<file path="src/rtl/pc_fetch_unit.sv">
// pc_fetch_unit: owns the architectural PC and turns decode's PC-select
// decision into one-at-a-time instruction-memory fetches. Each returned
// word is held in an output register until decode takes it. A taken
// redirect kills any in-flight request and restarts fetch at the target.
//
// Optional build macro PC_FETCH_MISALIGN_TRAP_EN: when defined, a redirect
// target whose low two bits are non-zero is taken as-is, raises the sticky
// fetch_misaligned flag and halts fetch until reset. When undefined, the
// target is word-aligned and fetch_misaligned is tied low.
module pc_fetch_unit #(
    parameter int                XLEN     = 32,
    parameter logic [XLEN-1:0]   RESET_PC = '0
) (
    input  logic              clk,
    input  logic              reset,
    input  logic              redirect_valid,
    input  logic              pc_input_sel,
    input  logic [XLEN-1:0]   alu_result,
    output logic              imem_req_valid,
    input  logic              imem_req_ready,
    output logic [XLEN-1:0]   imem_req_addr,
    input  logic              imem_rsp_valid,
    input  logic [XLEN-1:0]   imem_rsp_data,
    output logic              if_valid,
    input  logic              if_ready,
    output logic [XLEN-1:0]   if_instr,
    output logic [XLEN-1:0]   if_pc,
    output logic              fetch_misaligned
);

    localparam logic PC_INPUT_PC_PLUS_4 = 1'b0;
    localparam logic PC_INPUT_ALU       = 1'b1;

    typedef enum logic {
        ST_REQ,
        ST_WAIT
    } state_t;

    state_t            state;
    state_t            state_next;
    logic              kill;
    logic              kill_next;
    logic [XLEN-1:0]   pc;
    logic [XLEN-1:0]   req_pc;
    logic [XLEN-1:0]   target;
    logic              redirect_taken;
    logic              req_accept;
    logic              rsp_fill;
    logic              fetch_halt;

    // A PC_PLUS_4 selection is just the normal sequential path, so only the
    // ALU selection counts as a redirect.
    assign redirect_taken = redirect_valid && (pc_input_sel == PC_INPUT_ALU);
    assign req_accept     = imem_req_valid && imem_req_ready;

    // A response only reaches decode if it was not killed earlier and is
    // not being overtaken by a redirect in the very cycle it arrives.
    assign rsp_fill = (state == ST_WAIT) && imem_rsp_valid && !kill && !redirect_taken;

`ifdef PC_FETCH_MISALIGN_TRAP_EN
    logic misaligned_q;

    assign target           = alu_result;
    assign fetch_halt       = misaligned_q;
    assign fetch_misaligned = misaligned_q;

    // Sticky trap flag: once a misaligned target is seen, only reset clears it.
    always_ff @(posedge clk) begin
        if (reset) begin
            misaligned_q <= 1'b0;
        end else if (redirect_taken && (alu_result[1:0] != 2'b00)) begin
            misaligned_q <= 1'b1;
        end
    end
`else
    localparam logic [XLEN-1:0] ALIGN_MASK = {{(XLEN-2){1'b1}}, 2'b00};

    assign target           = alu_result & ALIGN_MASK;
    assign fetch_halt       = 1'b0;
    assign fetch_misaligned = 1'b0;
`endif

    // State register for the request/wait handshake, plus the kill flag
    // that marks the outstanding response as stale.
    always_ff @(posedge clk) begin
        if (reset) begin
            state <= ST_REQ;
            kill  <= 1'b0;
        end else begin
            state <= state_next;
            kill  <= kill_next;
        end
    end

    // Next-state logic: one request outstanding at a time; a redirect while
    // a request is in flight (or being accepted now) poisons its response.
    always_comb begin
        state_next = state;
        kill_next  = kill;
        case (state)
            ST_REQ: begin
                if (req_accept) begin
                    state_next = ST_WAIT;
                    kill_next  = redirect_taken;
                end
            end
            ST_WAIT: begin
                if (imem_rsp_valid) begin
                    state_next = ST_REQ;
                    kill_next  = 1'b0;
                end else if (redirect_taken) begin
                    kill_next  = 1'b1;
                end
            end
            default: begin
                state_next = ST_REQ;
                kill_next  = 1'b0;
            end
        endcase
    end

    // Output logic: request only when the output register has room (empty or
    // draining this cycle), never during reset or after a misalignment trap.
    always_comb begin
        imem_req_valid = !reset && (state == ST_REQ) && (!if_valid || if_ready) && !fetch_halt;
        imem_req_addr  = pc;
    end

    // PC and request-address tracking; a redirect wins over the +4 step.
    always_ff @(posedge clk) begin
        if (reset) begin
            pc     <= RESET_PC;
            req_pc <= RESET_PC;
        end else begin
            if (req_accept) begin
                req_pc <= pc;
            end
            if (redirect_taken) begin
                pc <= target;
            end else if (req_accept) begin
                pc <= pc + XLEN'(4);
            end
        end
    end

    // Decode-facing output register: holds under backpressure, invalidated
    // by a redirect, refilled by a live response, cleared when consumed.
    always_ff @(posedge clk) begin
        if (reset) begin
            if_valid <= 1'b0;
            if_instr <= '0;
            if_pc    <= '0;
        end else if (redirect_taken) begin
            if_valid <= 1'b0;
        end else if (rsp_fill) begin
            if_valid <= 1'b1;
            if_instr <= imem_rsp_data;
            if_pc    <= req_pc;
        end else if (if_valid && if_ready) begin
            if_valid <= 1'b0;
        end
    end

endmodule

</file>
<file path="config.mk">
export PLATFORM = sky130hd
export DESIGN_NAME = pc_fetch_unit
export DESIGN_NICKNAME = d
export VERILOG_FILES = /design/src/rtl/pc_fetch_unit.sv
export SDC_FILE = /design/constraint.sdc
export NUM_CORES = 1
export LEC_CHECK = 0
export ABC_CLOCK_PERIOD_IN_PS = 3500
export BUFFER_PORTS_ARGS = -buffer_cell sky130_fd_sc_hd__buf_2
export CORE_MARGIN = 4
export CORE_UTILIZATION = 55
export CTS_BUF_LIST = sky130_fd_sc_hd__clkbuf_2
export DETAILED_ROUTE_END_ITERATION = 8
export GPL_ROUTABILITY_DRIVEN = 1
export PLACE_DENSITY_LB_ADDON = 0.2
export SLEW_MARGIN = 30
export SYNTH_ARGS = -nofsm -noshare
export SYNTH_HDL_FRONTEND = slang
export SYNTH_SLANG_ARGS = --single-unit
</file>
<file path="constraint.sdc">
create_clock -name clk -period 3.5 [get_ports clk]
set_input_delay 0.525 -clock clk [delete_from_list [all_inputs] [get_ports clk]]
set_output_delay 0.525 -clock clk [all_outputs]
set_load 0.05 [all_outputs]
</file>
=== After elaboration in Yosys (flattened, before gate mapping) ===
Index checks and enable logic that the tools add are counted.
Widths: inputs -> output; s select.

* Output and inout bits: 99
* Register bits: 131
* Bits in read-only memories: 0
* Bits in latches: 0
* Input port bits: 71
* RAM bits: 0
* Memories: 0

* Bitwise operators: 2
* $add $sub $neg: 1
* Eq/ne operators: 2
* Reduce and logical (&&, ||, !) cells: 18
* Div/mod/pow operators: 0
* Mux-type cells: 11
* Shifts and indexed selects: 0
* Order comparisons: 0
* Multiply operators: 0

{| class="wikitable"
|+ Operators with widths
! operator !! number
|-
| $mux 32 || 2
|-
| $add 32x3->32 const B || 1
|-
| $logic_and 1x1->1 || 8
|-
| $mux 1 || 7
|-
| $logic_not 1->1 || 4
|-
| $pmux 1 s2 || 2
|-
| $reduce_and 2->1 || 2
|-
| $reduce_bool 2->1 || 2
|-
| $ne 3x2->1 const B || 1
|-
| $ne 2x2->1 const B || 1
|-
| $not 1->1 || 2
|-
| $reduce_or 2->1 || 1
|-
| $logic_or 1x1->1 || 1
|}

=== Longest topological paths before layout ===
* Word-level depth: 6
* Gate-level depth with buffers: 7
* Mapped depth without buffers: 6

=== Worst setup path before layout ===
Ideal clock, no wire load.

* Kind: register to register
* From: register pc[5], in the netlist imem_req_addr[5]
* To: register pc[29], in the netlist imem_req_addr[29]
* Setup time: 0.091 ns
* Clock period less this slack: 2.677 ns
* Arrival time: 2.586 ns
* Data required time: 3.409 ns
* Cell stages (with the launch flop): 7
* Buffers on the path: 1
* Setup slack: 0.823 ns
* Cell sequence: dfxtp_1 -> nand4_2 -> or4_1 -> buf_2 -> or3_4 -> or4_1 -> a311oi_1

* Cells in the longest elaborated chain, start to end: 3

{| class="wikitable"
|+ Ends and longest elaborated chain
! what !! RTL line !! RTL
|-
| start: declaration || 43 || <nowiki>logic [XLEN-1:0] pc;</nowiki>
|-
| start signal: assignment || 139 || <nowiki>pc <= target;</nowiki>
|-
| start signal: assignment || 141 || <nowiki>pc <= pc + XLEN'(4);</nowiki>
|-
| $add 32x3->32 || 141 ||
|-
| $mux 32 || 140 || <nowiki>end else if (req_accept) begin</nowiki>
|-
| $mux 32 || 138 || <nowiki>if (redirect_taken) begin</nowiki>
|}

Every way passes these cells. The select of a mux whose other input is x is not followed.
A chain may end at the register's enable or synchronous reset.

=== Worst setup path after layout ===
* From: register pc[4], in the netlist imem_req_addr[4]
* To: register pc[29], in the netlist imem_req_addr[29]

Same word-level chain as after synthesis.

==> impl_metrics.py <==
metrics = {
    "sta": {
        "rsz0062_at_grt": "false",
        "finalClockSkew_ns": 0.02647,
        "timing.fmax_ghz": 0.3726,
        "hold_ws_ns": 0.09073,
        "fin_crit_sh_pct": 76.68,
        "layout_setup_ws_ns": 0.8161,
        "setup_viol": 0,
        "finalHoldViolCount": 0,
        "drv_slew": 0,
        "tightestPinTransition_ns": 0.9289,
        "fin_setup_tns_ns": 0,
        "max_slew_margin_pct": 37.85,
        "finalCriticalPeriod_ns": 2.684,
    },
    "power_and_ir_drop": {
        "power.leakage_nw": 2.478,
        "power_density_nw_per_um2": 472.5,
        "vdd_drop_max_v": 0.0002742,
    },
    "cells_and_area": {
        "final_util_pct": 69.30,
        "nets": 837,
        "drive_above_1_share_pct": 26.25,
        "area_growth_pct": 21.47,
        "diodes": 0,
    },
    "setup_path": {
        "cp_max_fo": 14,
        "endpoint": "imem_req_addr[29]$_SDFFE_PP0P_",
        "path_common_cell": "or4_1",
        "start_kind": "flip-flop",
        "setup.worst_path.end_class": "flip-flop",
        "cp.required_ns": 4.07,
        "reg2regPathDepth": 5,
        "slowest_stage": "or4_1",
        "slowest_delay_ns": 0.79,
        "cp.arrival_ns": 3.26,
        "cp-startpoint": "imem_req_addr[4]$_SDFFE_PP0P_",
        "r2r-end": "imem_req_addr[29]$_SDFFE_PP0P_",
        "worstPathCellList": "nand4_2, or4_1, or3_4, or4_1, a311oi_1",
        "crit_type": "reg2reg",
        "timing.rr.start": "imem_req_addr[4]$_SDFFE_PP0P_",
        "reg2reg_slack_ns": 0.82,
    },
    "floorplan": {
        "initial_core_util_pct": 57.05,
        "die_area_um2": 10680,
        "core-area_um2": 8763,
        "fp.dieW_um": 103.3,
        "fp.dieH_um": 103.3,
        "num_io_pins": 170,
        "rows": 34,
    },
    "clock_network": {
        "cts_resized": 0,
        "path_clk_slew_ns": 0.19,
        "clock-sinks": 125,
        "tritoncts": "yes",
        "cts_inserted_buffers": 17,
        "cts_buffer_depth": 2,
        "h-tree-depth": 4,
        "clock_latency_ns": 0.64,
        "hold_buffers": 0,
        "postCtsSetupBuffers": 0,
        "clockRootBuffer": "clkbuf_2",
    },
    "logic_synthesis": {
        "synth_edf_count": 0,
        "synth.most_common_cell": "nand2_1",
        "syn_area_um2": 5000,
        "ys_seq_area_share_pct": 50.05,
        "synth_commonest_cells": "nand2_1, dfxtp_1, a21oi_1",
        "synth_top_cell_area_share_pct": 50.05,
        "synthCells": 623,
        "synth.distinct_cells": 34,
        "synth_flop_cell": "dfxtp_1",
        "synth-async-reset-ratio_pct": 0,
        "synthDominantAreaCellType": "dfxtp_1",
        "yosysWarningCount": 0,
        "ys_top_cells_by_area": "dfxtp_1, nand2_1, a21oi_1, a211oi_1, o21ai_0",
        "syn_avg_cell_area_um2": 8.025,
        "ys_seq_elements": 125,
    },
    "worst_hold_path": {
        "hold_path.class": "in2reg",
        "min_from": "imem_rsp_data[17]",
    },
    "placement": {
        "place_ws_ns": 0.8248,
        "dp_hpwl_mm": 8.781,
        "routabilityCongestion": 0.8448,
        "io_buffers": 162,
    },
    "routing": {
        "avgViaCountPerCell": 5.324,
        "drtIter0Drc": 208,
        "wl_mm": 12.78,
        "ant_nets": 0,
        "remaining_drc_errors": 0,
        "vias": 4712,
        "wire_per_inst_um": 14.44,
        "dr.pass1.iters": 5,
    },
    "grt": {
        "grt_pass1_wl_mm": 19.86,
        "grt_use_total_pct": 23.36,
        "grt_max_degree": 126,
        "grt_antenna_before_repair": 0,
        "overflow": 0,
        "grt_pass1_vias": 4352,
    },
    "flow_run": {
        "max-cap-violations": 0,
    },
    "status": {
        "outcome": "finished, final reports clean",
    },
}
layout by cell type, fill, tap and decap left out, types with 6 or more instances in the layout:
cell / count
a211oi_1: 24
a21oi_1: 64
buf_2: 161
clkbuf_2: 17
dfxtp_1: 125
nand2_1: 164
nand2b_1: 27
nand3_1: 8
nand4_1: 10
nor2_1: 36
nor3_1: 12
nor4_1: 6
o21ai_0: 34
xnor2_1: 16
xor2_1: 8
power breakdown:
| group | switching, W | total [W] | internal, W |
|---|---|---|---|
| Clock | 0.000549 | 0.000945 | 0.000396 |
| Sequential | 0.0000533 | 0.00153 | 0.00148 |
| Combinational | 0.000283 | 0.000392 | 0.000109 |
| Total | 0.000885 | 0.00287 | 0.00198 |
kinds of logic after synthesis:
kind of cell | count (synthesis) | share of synthesized area (%)
AOI/OAI and AO/OA | 129 | 14.59
DFF | 125 | 50.05
xor gates and xnor gates | 24 | 4.204
and+or+nand+nor | 290 | 26.30
adders and majority gates | 1 | 0.2502
other | 1 | 0.07500
buffers and inverters | 52 | 4.304
muxes | 1 | 0.2252
sequential cells by signal, indices dropped and copies added, names as in the netlist:
signal / flops
if_instr: 32
if_pc: 30
imem_req_addr: 30
req_pc: 30
if_valid: 1
kill: 1
state: 1
metal layers:
layer | part of all wire, % | track usage (%) | up-vias
li1 | - | - | 2380
met1 | 41 | 28.10 | 2172
met2 | 50 | 40.15 | 148
met3 | 7.8 | 7.311 | 12
met4 | 1.2 | 6.673 | 0
met5 | 0 | 0 | -
final cells by class:
class                   count  area (µm²)
flip-flops and latches    125        2502
clock buffers              17       85.08
multi-input cells         450        2311
inverters                   4       15.01
clock inverters            14       170.2
repair buffers            167       854.6
well taps                 108       135.1
fillers                   775        2690
per-stage QoR:
step,instance area (µm²),cells,total power (W)
3_3_place_gp,5811,854,0.001943
4_1_cts,6073,885,0.002891
6_report,6073,885,0.002869
3_5_place_dp,5818,854,0.001954
2_1_floorplan,5015,627,0.001837
5_1_grt,6073,885,0.003004
critical path: cells and delay by family, from the launching register on:
kind             cells  cell delay, ns
AND/OR/NAND/NOR      4            1.84
flip-flops           1            0.53
AO/OA/AOI/OAI        1            0.25
worst min-delay path by stage:
stage	end	slack [ns]	cells after the start
2_1_floorplan	if_pc[10]$_SDFFE_PP0P_	0.43	2
3_3_place_gp	if_instr[0]$_SDFFE_PP0P_	0.44	2
3_5_place_dp	if_pc[7]$_SDFFE_PP0P_	0.44	2
4_1_cts	if_instr[24]$_SDFFE_PP0P_	0.05	3
5_1_grt	if_instr[24]$_SDFFE_PP0P_	0.02	3
6_report	if_instr[17]$_SDFFE_PP0P_	0.09	3
Power figures use the tool's default switching activity.
